<file path="src/rtl/axis_zero_sequencer.sv">
// Blanking/acquisition sequencer for an AXI-stream zeroer: holds data at zero for a
// programmable number of cycles after a trigger, then opens for a fixed number of beats.
module axis_zero_sequencer #(
  parameter int AXIS_TDATA_WIDTH = 32,
  parameter int CNTR_WIDTH       = 32
) (
  input  logic                  aclk,
  input  logic                  areset,
  input  logic                  trigger,
  input  logic [CNTR_WIDTH-1:0] cfg_blank,
  input  logic [CNTR_WIDTH-1:0] cfg_window,
  input  logic                  mon_tvalid,
  input  logic                  mon_tready,
  output logic                  zero,
  output logic                  busy,
  output logic                  done,
  output logic [CNTR_WIDTH-1:0] sts_count
);

  typedef enum logic [1:0] {IDLE, BLANK, ACQ, DONE} state_t;

  localparam logic [CNTR_WIDTH-1:0] ONE  = {{(CNTR_WIDTH-1){1'b0}}, 1'b1};
  localparam logic [CNTR_WIDTH-1:0] ZERO = '0;
  // Stream width only matters to the zeroer; here it just qualifies the beat (folds to 1).
  localparam logic STREAM_EN = (AXIS_TDATA_WIDTH > 0);

  state_t                state, state_d;
  logic                  trigger_q;
  logic                  armed;
  logic [CNTR_WIDTH-1:0] blank_l, window_l, cyc_cnt;
  logic                  zero_d, busy_d, done_d;
  logic                  trigger_edge, beat;

  // armed stays low after reset until trigger is seen low, so a trigger held
  // through reset release cannot masquerade as a fresh rising edge.
  assign trigger_edge = trigger & ~trigger_q & armed;
  assign beat         = mon_tvalid & mon_tready & STREAM_EN;

  always_ff @(posedge aclk) begin
    if (areset) begin
      state     <= IDLE;
      trigger_q <= 1'b0;
      armed     <= 1'b0;
      blank_l   <= ZERO;
      window_l  <= ZERO;
      cyc_cnt   <= ZERO;
      sts_count <= ZERO;
      zero      <= 1'b1;
      busy      <= 1'b0;
      done      <= 1'b0;
    end else begin
      state     <= state_d;
      trigger_q <= trigger;
      armed     <= armed | ~trigger;
      zero      <= zero_d;
      busy      <= busy_d;
      done      <= done_d;
      case (state)
        IDLE: if (trigger_edge) begin
          blank_l   <= cfg_blank;
          window_l  <= cfg_window;
          sts_count <= ZERO;
          cyc_cnt   <= ZERO;
        end
        BLANK: cyc_cnt <= cyc_cnt + ONE;
        ACQ:   if (beat) sts_count <= sts_count + ONE;
        default: ;
      endcase
    end
  end

  always_comb begin
    state_d = state;
    case (state)
      IDLE: if (trigger_edge) begin
        if (cfg_blank != ZERO)       state_d = BLANK;
        else if (cfg_window != ZERO) state_d = ACQ;
        else                         state_d = DONE;
      end
      BLANK: if (cyc_cnt == blank_l - ONE)
        state_d = (window_l != ZERO) ? ACQ : DONE;
      ACQ:  if (beat && (sts_count + ONE == window_l)) state_d = DONE;
      DONE: state_d = IDLE;
      default: state_d = IDLE;
    endcase
  end

  // Outputs are decoded from the next state and registered, keeping them glitch-free.
  always_comb begin
    zero_d = (state_d != ACQ);
    busy_d = (state_d == BLANK) || (state_d == ACQ);
    done_d = (state_d == DONE);
  end

endmodule

</file>
<file path="config.mk">
export PLATFORM = sky130hd
export DESIGN_NAME = axis_zero_sequencer
export DESIGN_NICKNAME = d
export VERILOG_FILES = /design/src/rtl/axis_zero_sequencer.sv
export SDC_FILE = /design/constraint.sdc
export NUM_CORES = 1
export LEC_CHECK = 0
export ABC_AREA = 1
export CORE_ASPECT_RATIO = 1.1
export CORE_UTILIZATION = 35
export CTS_BUF_LIST = sky130_fd_sc_hd__clkbuf_4 sky130_fd_sc_hd__clkbuf_8
export DETAILED_ROUTE_END_ITERATION = 6
export PLACE_DENSITY_LB_ADDON = 0.05
export SYNTH_ARGS = -nofsm -noshare
export SYNTH_HDL_FRONTEND = slang
export SYNTH_SLANG_ARGS = --single-unit
</file>
<file path="constraint.sdc">
create_clock -name aclk -period 4.7 [get_ports aclk]
set_input_delay 0.94 -clock aclk [delete_from_list [all_inputs] [get_ports aclk]]
set_output_delay 0.94 -clock aclk [all_outputs]
set_load 0.02 [all_outputs]
</file>
# --- Word level (Yosys, flattened, before mapping) ---
# Index checks and enable logic that the tools add are counted.
# Widths: inputs -> output; s select.
op_classes:
  addsub: 3
  eq_ne: 11
  mux: 11
  bitwise: 6
  reduce_logical: 11
op_table:
  columns: ["op", "n"]
  rows:
  - ["$pmux 32 s2", 2]
  - ["$reduce_bool 32->1", 3]
  - ["$add 32x1->32 const B", 2]
  - ["$eq 32x32->1", 2]
  - ["$mux 32", 2]
  - ["$sub 32x1->32 const B", 1]
  - ["$eq 2x2->1 const B", 4]
  - ["$mux 2", 4]
  - ["$pmux 2 s4", 1]
  - ["$ne 2x2->1 const B", 3]
  - ["$eq 2x1->1 const B", 2]
  - ["$reduce_and 2->1", 2]
  - ["$reduce_bool 2->1", 2]
  - ["$and 1x1->1", 3]
  - ["$reduce_and 3->1", 1]
  - ["$logic_not 2->1", 1]
  - ["$mux 1", 2]
  - ["$not 1->1", 2]
  - ["$logic_and 1x1->1", 1]
  - ["$logic_or 1x1->1", 1]
  - ["$or 1x1->1", 1]
totals:
  ff_bits: 135
  output_inout_bits: 35

# --- Depth between registers and ports, before layout ---
depth:
  depth_word: 7
  depth_mapped: 21
  ltp_nobuf: 21

# --- Worst setup path before layout ---
# OpenSTA, ideal clock, no wires.
synth_path:
  kind: "input -> register"
  start: "input port mon_tvalid"
  end: "register busy"
  setup_time_ps: 66
  arrival_time_ps: 2448
  required_time_ps: 4634
  slack_ps: 2186
  cell_stages: 17
  cell_sequence: "nand2_1 > nor2_1 > nand2_1 > nor2_1 > nand3_1 > nor2_1 > nand2_1 > nor2_1 > nand2_1 > nor2_1 > nand4_1 > nand2_1 > nand2_1 > nand2_1 > inv_1 > ha_1 > nor2_1"
synth_between:
  elab_chain_len: 6
  elab_cells_between_ends: 7
synth_rtl:
  columns: ["element", "line", "rtl"]
  rows:
  - ["start: declaration", "12", "input logic mon_tvalid,"]
  - ["$and 1x1->1 (*)", "37", "assign beat = mon_tvalid & mon_tready & STREAM_EN;"]
  - ["$logic_and 1x1->1 (*)", "82", "ACQ: if (beat && (sts_count + ONE == window_l)) state_d = DONE;"]
  - ["$mux 2 (*)", "82", null]
  - ["$pmux 2 s4 (*)", "74", "case (state)"]
  - ["net state_d[0]", "27", "state_t state, state_d;"]
  - ["$eq 2x1->1 / $eq 2x2->1 (equally long branches)", "91", "busy_d = (state_d == BLANK) || (state_d == ACQ);"]
  - ["$logic_or 1x1->1 (*)", "91", null]
  - ["end signal: assignment", "56", "busy <= busy_d;"]
  - ["end: declaration", "15", "output logic busy,"]
# The timed path passes the listed nets; every way through them passes the cells marked *.
# A chain may end at the register's enable or synchronous reset.

# --- Final worst setup path ---
layout_path:
  start: "register blank_l[0]"
  end: "register busy"
layout_between:
  elab_chain_len: 6
  elab_cells_between_ends: 7
layout_rtl:
  columns: ["element", "line", "rtl"]
  rows:
  - ["start: declaration", "30", "logic [CNTR_WIDTH-1:0] blank_l, window_l, cyc_cnt;"]
  - ["start signal: assignment", "60", "blank_l <= cfg_blank;"]
  - ["$sub 32x1->32 (*)", "80", "BLANK: if (cyc_cnt == blank_l - ONE)"]
  - ["$eq 32x32->1 (*)", "80", null]
  - ["$mux 2 (*)", "80", null]
  - ["$pmux 2 s4 (*)", "74", null]
  - ["net state_d[0]", "27", null]
  - ["$eq 2x1->1 / $eq 2x2->1 (equally long branches)", "91", null]
  - ["$logic_or 1x1->1 (*)", "91", null]
# Marks and branches as above.

==> out/qor.txt <==
Synth cell count leaders: nand2_1, nor2_1, dfxtp_1
FMAX: 0.317 GHz
Port Buffers: 103
CTS tree: built
Cell Rows: 59
Outcome: complete, no violations
DRC violations left: 0
TritonRoute pass-1 iters: 5
Setup-failing EPs final: 0
Die Area: 24600 sq um
Synth Net Count: 1447
Clk pwr share: 36.8%
Initial Util: 35.6%
Multi-input logic area: 5040 sq um
Worst-path maximum fanout: 4
DR vias: 8944
Largest cells by area after synthesis: dfxtp_1, nand2_1, nor2_1, nand3_1, inv_1
Async SR Flop Fraction: 0%
Fraction of layout cells with a size suffix above 1: 4.48%
Clock Tree Root: clkbuf_8
CTS max path bufs: 2
Post-Synth XOR/XNOR Area: 5.00%
Post-synthesis mux area share: 0%
Final Critical Period: 3.15 ns
Clk sinks: 135
Area Growth Syn to Fin: 20.6%
Unrepaired setup endpoints after global routing: no
Yosys warns: 0
Biggest area consumer among synthesized cells: dfxtp_1
Crit-path max cell delay: 0.45 ns
Final Max Tran Viols: 0
Flop pwr share: 44.1%
Cells after synthesis: 1373
FF/Latch Area: 2700 sq um
Die H: 164 um
GPL Wtd Cong: 0.885
Synth Area in Adders: 0.747%
Slew headroom: 45.7%
Number of enable flip-flop cells after synthesis: 0
Final Cycle Share: 67.1%
Worst vdd ir: 0.152 mV
Initial antenna violation count: 0
Critical path's slowest cell: nor2_1
Core Box Area: 23500 sq um
CP cell instances: inv_1 > ha_1 > nand2_1 > nor2_1 > nand2_1 > nor2_1 > nand2_1 > nand2_1 > nand2_1 > nor2_1 > nand2_1 > nor2_1 > nand3_1 > nand2_1 > nand2_1 > nand2_1 > nand2_1 > inv_1 > ha_1 > nor2_1
Setup TNS: 0 ns
H-tree depth: 4
Synth Register Bits: 135
Ports: 104
Count of cell types in the netlist: 38
WL/cell: 15.3 um
Post-Route Skew: 0.0188 ns
Grt ovf: 0
Vias in the first global route: 8380
Fill cells: 2573
Cell family with most CP delay: simple AND/OR/NAND/NOR gates
Top-count cell post-synth: nand2_1
Routed WL: 27.2 mm
Avg Synthesized Cell Area: 6.10 sq um
Cell Area, Synth: 8380 sq um
Crit path DAT: 3.54 ns
Critical Path RT: 5.08 ns
Crit end category: register
First-pass GRT wire length: 43.6 mm
Worst skew pair latency: 0.46 ns
Top_reg_cell synth: dfxtp_1
Critical path buffer and inverter count: 2
Antenna Cells: 0
Hold_buf cts: 0
Logic gate share of total power: 19.1%
Largest net degree at the start of global routing: 72
Main combinational cell family by area after synthesis: simple AND/OR/NAND/NOR gates
Vias per cell: 5.03
CTS clk-pin slew, worst paths: 0.08 ns
Die width: 150 um
Register area share after synthesis: 32.3%
Pwr Total: 2.76 mW
Detailed-placement wirelength estimate: 21.1 mm
Leak pwr: 3.95 nW
TritonCTS Buffers: 17
Setup bufs post-CTS: 0
Internal power: 1.93 mW
Power Dens Cells: 273 nW/um^2
Crit-path most repeated cell: nand2_1
Setup CP Type: reg -> reg
Switching Power: 0.833 mW
Nets: 1537
PostCTS Resize Cnt: 0
Worst min path class: reg -> reg
Net switching share of the total power: 30.2%
Max-Cap Viols: 0
Final hold vios: 0
Yosys top cell area share: 32.3%
ANT nets after route: 0
CP Launch Type: register
Compound-Gate Fraction of Synth Area: 12.6%
Worst Max-Slew Pin Slew: 0.814 ns
DRT iter0 DRCs: 424
Post-synthesis simple-gate area fraction: 41.7%
Overall routing resource usage: 23.1%
flip-flops by register name (all words and copies together) (netlist names):
name / cells
done: 1
blank_l: 32
state: 2
sts_count: 32
armed: 1
zero: 1
cyc_cnt: 32
window_l: 32
busy: 1
trigger_q: 1
area by class of cell:
cell class	instances	area share, %
clock buffers	20	2.66
clock inverters	10	1.28
inverters	132	4.90
multi-input cells	1066	49.9
flip-flops and latches	135	26.7
well taps	305	3.78
repair buffers	111	10.7
metrics by stage:
stage / std cells / setup slack, ns / hold slack [ns] / area [sq um] / utilization, %
3_3_place_gp: 1749 / 1.38 / 0.460 / 9710 / 41.2
2_1_floorplan: 1373 / 2.19 / 0.432 / 8380 / -
6_report: 1779 / 1.55 / 0.465 / 10100 / 42.9
3_5_place_dp: 1749 / 1.34 / 0.460 / 9710 / 41.2
5_1_grt: 1779 / 1.23 / 0.492 / 10100 / 42.9
4_1_cts: 1779 / 1.59 / 0.470 / 10100 / 42.9
layout by cell type (no fill, tap or decap), drive strengths merged:
master	n
dfxtp	135
o221ai	1
o21bai	7
nor3b	1
a31oi	1
a32oi	1
buf	9
nor2	230
a21oi	86
nand2	402
clkbuf	20
clkinv	7
nand4	27
nor4	29
nand3	108
o22ai	1
o21ai	87
o311a	1
a221oi	2
o211a	1
xor2	28
bufinv	3
or2	4
xnor3	2
xnor2	12
inv	132
xor3	1
a22oi	2
ha	5
nor3	14
clkdlybuf4s50	102
a311oi	1
nand3b	6
a211oi	6
final timing paths:
path,start,to,slack [ns],depth (start not counted)
worst max-delay path,blank_l[0],busy,1.55,20
worst max register to register,blank_l[0],busy,1.55,20
worst min-delay path,armed,armed,0.46,2
worst min register to register,armed,armed,0.46,2
tightest hold or removal path: cells and delay by family, from the launching register on:
kind / cells / cell delay [ns]
compound gates: 1 / 0.06
buf+inv: 1 / 0.06
flops: 1 / 0.30
metal layers:
| layer | GRT usage, % | part of all wire [%] | vias up |
|---|---|---|---|
| li1 | - | - | 4662 |
| met1 | 27.0 | 43 | 4084 |
| met2 | 41.9 | 51 | 154 |
| met3 | 3.08 | 2.6 | 44 |
| met4 | 9.69 | 3.1 | 0 |
| met5 | 0 | 0 | - |
cells by family after synthesis:
group | Yosys count
and+or+nand+nor | 821
AOI/OAI and AO/OA | 197
buffers and inverters | 172
DFF | 135
xor gates and xnor gates | 43
adders and majority gates | 5
power groups by stage:
stage	Combinational, mW	Sequential (mW)	Clock [mW]
final	0.526	1.22	1.02
after floorplan	0.345	1.23	0
after CTS	0.529	1.22	1.04
after global routing	0.599	1.22	1.09
after global placement	0.525	1.24	0
after detailed placement	0.527	1.24	0
(Power assumes the default switching activity.)
